==> config.mk <==
export PLATFORM = sky130hd
export DESIGN_NAME = sum_accumulator_flat
export DESIGN_NICKNAME = d
export VERILOG_FILES = /design/src/rtl/sum_accumulator_if.sv /design/src/rtl/sum_accumulator.sv /design/src/flat_wrapper.sv
export SDC_FILE = /design/constraint.sdc
export NUM_CORES = 1
export LEC_CHECK = 0
export ABC_AREA = 1
export CAP_MARGIN = 20
export CELL_PAD_IN_SITES_DETAIL_PLACEMENT = 1
export CELL_PAD_IN_SITES_GLOBAL_PLACEMENT = 1
export CORE_UTILIZATION = 30
export DETAILED_ROUTE_END_ITERATION = 6
export GPL_ROUTABILITY_DRIVEN = 0
export PLACE_DENSITY_LB_ADDON = 0.3
export SLEW_MARGIN = 20
export SYNTH_ARGS = -nofsm -noshare
export SYNTH_HDL_FRONTEND = slang
export SYNTH_SLANG_ARGS = --single-unit
export TNS_END_PERCENT = 10
==> constraint.sdc <==
create_clock -name clk -period 1.5 [get_ports clk]
set_input_delay 0.225 -clock clk [delete_from_list [all_inputs] [get_ports clk]]
set_output_delay 0.225 -clock clk [all_outputs]
set_load 0.03 [all_outputs]
==> src/rtl/sum_accumulator_if.sv <==
// Handshake bundle for sum_accumulator: sample input side, result output side
// and the synchronous clear.
interface sum_accumulator_if #(
  parameter int IN_W  = 2,
  parameter int ACC_W = 8,
  parameter int COUNT = 4
);
  localparam int CW = $clog2(COUNT + 1);

  logic            in_valid;
  logic            in_ready;
  logic [IN_W-1:0] in_y;
  logic            clear;
  logic            out_valid;
  logic            out_ready;
  logic [ACC_W-1:0] acc;
  logic            ovf;
  logic [CW-1:0]   cnt;

  modport master (
    output in_valid, in_y, clear, out_ready,
    input  in_ready, out_valid, acc, ovf, cnt
  );

  modport slave (
    input  in_valid, in_y, clear, out_ready,
    output in_ready, out_valid, acc, ovf, cnt
  );
endinterface

==> src/rtl/sum_accumulator.sv <==
// Accumulates COUNT unsigned adder results into one sum with a sticky carry flag,
// then holds the result until the consumer takes it.
//
// state | meaning
// ACCUM | accepting samples, in_ready=1
// DONE  | batch complete, result held, out_valid=1
module sum_accumulator #(
  parameter int IN_W  = 2,
  parameter int ACC_W = 8,
  parameter int COUNT = 4
) (
  input logic              clk,
  input logic              rst_n,
  sum_accumulator_if.slave bus
);
  localparam int CW = $clog2(COUNT + 1);
  localparam int SW = ACC_W + 1;

  typedef enum logic {
    ACCUM = 1'b0,
    DONE  = 1'b1
  } state_t;

  state_t           state_q;
  state_t           state_d;
  logic             accept;
  logic             restart;
  logic [ACC_W-1:0] acc_q;
  logic             ovf_q;
  logic [CW-1:0]    cnt_q;
  logic [ACC_W:0]   sum_full;

  // One extra bit captures the carry out of the accumulator.
  assign sum_full = {1'b0, acc_q} + SW'(bus.in_y);

  always_ff @(posedge clk or negedge rst_n) begin
    if (!rst_n) begin
      state_q <= ACCUM;
    end else begin
      state_q <= state_d;
    end
  end

  // clear overrides both handshakes in either state.
  always_comb begin
    state_d = state_q;
    accept  = 1'b0;
    restart = 1'b0;
    if (bus.clear) begin
      state_d = ACCUM;
      restart = 1'b1;
    end else begin
      case (state_q)
        ACCUM: begin
          if (bus.in_valid) begin
            accept = 1'b1;
            if (cnt_q == CW'(COUNT - 1)) begin
              state_d = DONE;
            end
          end
        end
        DONE: begin
          if (bus.out_ready) begin
            state_d = ACCUM;
            restart = 1'b1;
          end
        end
        default: state_d = ACCUM;
      endcase
    end
  end

  always_ff @(posedge clk or negedge rst_n) begin
    if (!rst_n) begin
      acc_q <= '0;
      ovf_q <= 1'b0;
      cnt_q <= '0;
    end else if (restart) begin
      acc_q <= '0;
      ovf_q <= 1'b0;
      cnt_q <= '0;
    end else if (accept) begin
      acc_q <= sum_full[ACC_W-1:0];
      ovf_q <= ovf_q | sum_full[ACC_W];
      cnt_q <= cnt_q + CW'(1);
    end
  end

  assign bus.in_ready  = (state_q == ACCUM);
  assign bus.out_valid = (state_q == DONE);
  assign bus.acc       = acc_q;
  assign bus.ovf       = ovf_q;
  assign bus.cnt       = cnt_q;
endmodule
==> src/flat_wrapper.sv <==
// flat-port wrapper written by rule: the top's interface ports become plain ports
module sum_accumulator_flat 
#(
  parameter int IN_W  = 2,
  parameter int ACC_W = 8,
  parameter int COUNT = 4
)
  (clk, rst_n, bus_in_valid, bus_in_y, bus_clear, bus_out_ready, bus_in_ready, bus_out_valid, bus_acc, bus_ovf, bus_cnt);
  sum_accumulator_if #(.IN_W(IN_W), .ACC_W(ACC_W), .COUNT(COUNT)) bus_i ();
  input logic clk;
  input logic rst_n;
  input wire logic [$bits(bus_i.in_valid)-1:0] bus_in_valid;
  input wire logic [$bits(bus_i.in_y)-1:0] bus_in_y;
  input wire logic [$bits(bus_i.clear)-1:0] bus_clear;
  input wire logic [$bits(bus_i.out_ready)-1:0] bus_out_ready;
  output wire logic [$bits(bus_i.in_ready)-1:0] bus_in_ready;
  output wire logic [$bits(bus_i.out_valid)-1:0] bus_out_valid;
  output wire logic [$bits(bus_i.acc)-1:0] bus_acc;
  output wire logic [$bits(bus_i.ovf)-1:0] bus_ovf;
  output wire logic [$bits(bus_i.cnt)-1:0] bus_cnt;
  assign bus_i.in_valid = bus_in_valid;
  assign bus_i.in_y = bus_in_y;
  assign bus_i.clear = bus_clear;
  assign bus_i.out_ready = bus_out_ready;
  assign bus_in_ready = bus_i.in_ready;
  assign bus_out_valid = bus_i.out_valid;
  assign bus_acc = bus_i.acc;
  assign bus_ovf = bus_i.ovf;
  assign bus_cnt = bus_i.cnt;
  sum_accumulator #(.IN_W(IN_W), .ACC_W(ACC_W), .COUNT(COUNT)) u_core (.clk(clk), .rst_n(rst_n), .bus(bus_i));
endmodule
[After elaboration in Yosys (flattened, before gate mapping)]
Cells that the tools add are included.
Storage, ports and cells
  bits in registers: 13
  input port bits: 7
  output and inout bits: 14
Cells by class
  $add $sub $neg: 2
  equality and inequality tests: 1
  muxes and demuxes: 17
  bitwise logic cells: 2
  reduce and logical (&&, ||, !) cells: 1
Operator list (number)
  $mux W8: 2
  $mux W1: 12
  $add A8 B2 Y9: 1
  $mux W3: 2
  $add A3 B1 Y3 const B: 1
  $eq A3 B2 Y1 const B: 1
  $pmux W1 S2: 1
  $reduce_bool A2 Y1: 1
  $not A1 Y1: 1
  $or A1 B1 Y1: 1

[Longest topological paths before layout]
  depth in word-level cells: 5
  mapped depth: 8
  depth with buffers taken out: 8

[Least setup slack after synthesis]
OpenSTA, ideal clock, no wires.
  path kind: register -> register
  from: register u_core.acc_q[0], in the netlist u_core.bus.acc[0]
  to: register u_core.acc_q[4], in the netlist u_core.bus.acc[4]
  arrival time: 1.500 ns
  data required time: 1.381 ns
  slack: -0.119 ns
  cell stages (with the launch flop): 7
  period minus slack after synthesis: 1.619 ns
  cell sequence: dfrtp_1 ha_1 fa_1 inv_1 nor3_4 xnor2_1 nor2_1
On the way
  word-level cells in the longest chain between the ends: 3
RTL lines
  start: declaration: line sum_accumulator.sv:28  | logic [ACC_W-1:0] acc_q;
  start signal: assignment: line sum_accumulator.sv:83  | acc_q <= sum_full[ACC_W-1:0];
  $add A8 B2 Y9: line sum_accumulator.sv:34  | assign sum_full = {1'b0, acc_q} + SW'(bus.in_y);
  $mux W8: line sum_accumulator.sv:82  | end else if (accept) begin
  $mux W8: line sum_accumulator.sv:78  | end else if (restart) begin
Every way passes these cells. The select of a mux whose other input is x is not followed.
A chain may end at the register's enable or synchronous reset.

[Worst setup path after layout]
Ends and elaborated chain as after synthesis.

==> metrics.log <==
[metrics] detailed-route via count: 725
[metrics] netlist area before placement: 752 um2
[metrics] die outline area: 0.00271 mm2
[metrics] count of maximum capacitance violations: 0
[metrics] worst-case clock skew: 0.00387 ns
[metrics] final cycle utilization of the critical path: 95.7%
[metrics] status: finished clean
[metrics] pin count of the biggest net entering global routing: 14
[metrics] worst slew margin relative to its limit: 78.8%
[metrics] effective utilization at floorplan: 32.7%
[metrics] timing-limited maximum frequency: 696 MHz
[metrics] clock-pin slew reported for the worst setup and hold paths after clock tree synthesis: 0.09 ns
[metrics] flop2flop setup slack: 0.06 ns
[metrics] buffers added on ports: 20
[metrics] number of I/O pins: 21
[metrics] core area: 0.00230 mm2
[metrics] number of global-route vias before repair: 700
[metrics] area post-placement: 0.00105 mm2
[metrics] number of slew-limit violations in the final report: 0
[metrics] Remaining Overflow, GRT: 0
[metrics] number of cells in the design after placement: 145
[metrics] number of endpoints with negative hold slack in the final report: 0
[metrics] clock latency on the worst-skew pair: 0.28 ns
[metrics] Seq cells post-synth: 13
[metrics] setup repair after global routing missed its margin: yes
[metrics] TritonCTS clock tree: built
[metrics] antenna diode instance count: 0
[metrics] Reg-to-Reg Start: u_core.bus.acc[0]
[metrics] number of warning messages in the yosys log: 0
[metrics] capture point of the critical path: u_core.bus.acc[4]
[metrics] category of the most critical setup path: flip-flop to flip-flop
[metrics] vias per inst: 4.83
[metrics] Arr. time, crit path: 1.61 ns
[metrics] synthesized netlist net count: 102
[metrics] non-filler instance count after layout: 150
[metrics] Initial DRT Pass Iterations: 4
[metrics] average detailed-routed wire length per instance: 12.9 um
[metrics] standard-cell rows: 17
[metrics] startpoint of the most critical setup path: u_core.bus.acc[0]
[metrics] Setup Viol. Count Final: 0
[metrics] Worst EP required: 1.68 ns
[metrics] Setup WS pre-CTS: -0.243 ns
[metrics] cell area after layout: 0.00107 mm2
[metrics] Chip Width: 52.1 um
[metrics] worst vdd rail ir drop: 463 uV
[metrics] Yosys cell types: 21
[metrics] Hold Crit Class: input port to async pin
[metrics] clk sink count: 13
[metrics] startpoint kind of the worst setup timing path: flip-flop
[metrics] endpoint class of the critical path: flip-flop
[metrics] number of remaining DRC errors: 0
[metrics] total CTS buffers: 3
[metrics] sequential share of the synthesized area: 43.3%
[metrics] commonest non-fill, non-tap cell in the layout: nand2_1
[metrics] global-route total usage across every layer: 17.2%
[metrics] end-of-flow core utilization: 46.7%
[metrics] antenna violations before repair: 0
[metrics] synthesized area divided by synthesized cell count: 8.36 um2
[metrics] antenna viol nets, final: 0
[metrics] PD cells: 721 mW/mm2
[metrics] clock tree root buffer cell: clkbuf_4
[metrics] first-pass GRT wire length: 3190 um
[metrics] die height: 52.1 um
[metrics] proportion of layout cells with a drive suffix above 1: 20.5%
[metrics] gate count of the mapped netlist: 90
[metrics] crit path time final: 1.44 ns
[metrics] post-route setup slack: 0.0640 ns
[metrics] slew at the pin closest to its max-slew limit: 0.319 ns
[metrics] R2R depth: 6
[metrics] number of H-tree levels: 1
[metrics] most used cells in the layout excluding fill and tap cells: 26 x nand2_1, 14 x dlygate4sd2_1, 12 x dfrtp_1
[metrics] sum of net half-perimeters after detailed placement: 1510 um
[metrics] layout-stage area growth over the synthesis result: 42.8%
[metrics] Final nets: 135
[metrics] Clock Path Buffers: 2
[metrics] total routed wirelength: 1940 um
[metrics] DR iter-0 viols: 6
[metrics] CP Max Fanout: 3
[metrics] leakage component of the power: 0.572 nW
[metrics] critical register-to-register path endpoint: u_core.bus.acc[4]
[metal layers]
layer,GRT usage [%],routed length (um),vias to the layer above,share of wire (%)
met2,29.1,1010,12,52
li1,-,-,356,-
met3,3.51,62,4,3.2
met5,0,0,-,0
met1,19.6,816,353,42
met4,10.8,48,0,2.5
[synth_stat cells]
cell type / count / area (um2)
nor3_4: 1 / 16.3
o21ai_1: 2 / 10.0
dfrtp_1: 13 / 325
nor2_2: 1 / 6.26
xor2_1: 1 / 8.76
nand4_1: 2 / 12.5
nand3_1: 7 / 35.0
a31oi_1: 1 / 6.26
inv_1: 9 / 33.8
nand2_1: 26 / 97.6
inv_2: 3 / 11.3
a21oi_4: 1 / 16.3
fa_1: 1 / 20.0
ha_1: 4 / 50.1
nand2_4: 1 / 11.3
o21bai_1: 1 / 7.51
nor2_1: 7 / 26.3
nand2_2: 1 / 6.26
a21oi_1: 6 / 30.0
xnor2_1: 1 / 8.76
a211oi_2: 1 / 12.5
[critical path: stages, from the launching register on]
cell	delay, ns
dfrtp_2	0.44
ha_4	0.17
fa_2	0.36
inv_2	0.09
nor3_4	0.05
xnor2_1	0.15
nor2_1	0.07
[sequential cells by signal, summed over array words and instances, names as in the netlist]
signal and count:
u_core.bus.acc 8, u_core.bus.cnt 3, u_core.bus.out_valid 1, u_core.bus.ovf 1
[cell families (layout without fill, tap and decap cells)]
| family | after synthesis | in the layout | synth area share (%) |
|---|---|---|---|
| xor+xnor | 2 | 2 | 2.33 |
| flops | 13 | 13 | 43.3 |
| compound gates | 12 | 12 | 11.0 |
| buf+inv | 12 | 44 | 5.99 |
| fa+ha+maj | 5 | 5 | 9.32 |
| simple gates | 46 | 46 | 28.1 |
[report_power, final]
part           internal (mW)  switching, mW
Sequential             0.364         0.0136
Clock                 0.0991          0.129
Combinational         0.0657          0.102
[repair_timing]
item,4_1_cts,5_1_grt
setup buffers,0,1
setup endpoints to repair,14,2
hold buffers,0,0
gates resized for setup,14,1
[stage by stage]
| stage | power [mW] | setup TNS (ns) | hold slack, ns |
|---|---|---|---|
| 6_report | 0.774 | 0 | 0.247 |
| 5_1_grt | 0.821 | -0.0205 | 0.250 |
| 4_1_cts | 0.783 | 0 | 0.244 |
| 3_5_place_dp | 0.559 | -0.911 | 0.495 |
| 3_3_place_gp | 0.554 | -0.665 | 0.486 |
| 2_1_floorplan | 0.477 | 0 | -0.0706 |
[worst min path at each step]
stage                         from           endpoint  slack [ns]
finish                       rst_n  u_core.bus.cnt[0]        0.25
global route                 rst_n  u_core.bus.cnt[0]        0.25
CTS                          rst_n     u_core.bus.ovf        0.24
detailed placement  u_core.bus.ovf     u_core.bus.ovf        0.49
global placement    u_core.bus.ovf     u_core.bus.ovf        0.49
floorplan                    rst_n  u_core.bus.acc[0]       -0.07
[final cells by class]
class	instances	area, um2
Clock buffer	3	22.5
Fill cell	291	1220
Inverter	12	45.0
Clock inverter	1	5.00
Timing Repair Buffer	28	243
Sequential cell	13	327
Multi-Input combinational cell	65	397
Tap cell	28	35.0
Note: power is estimated with default switching activity, not from simulation.
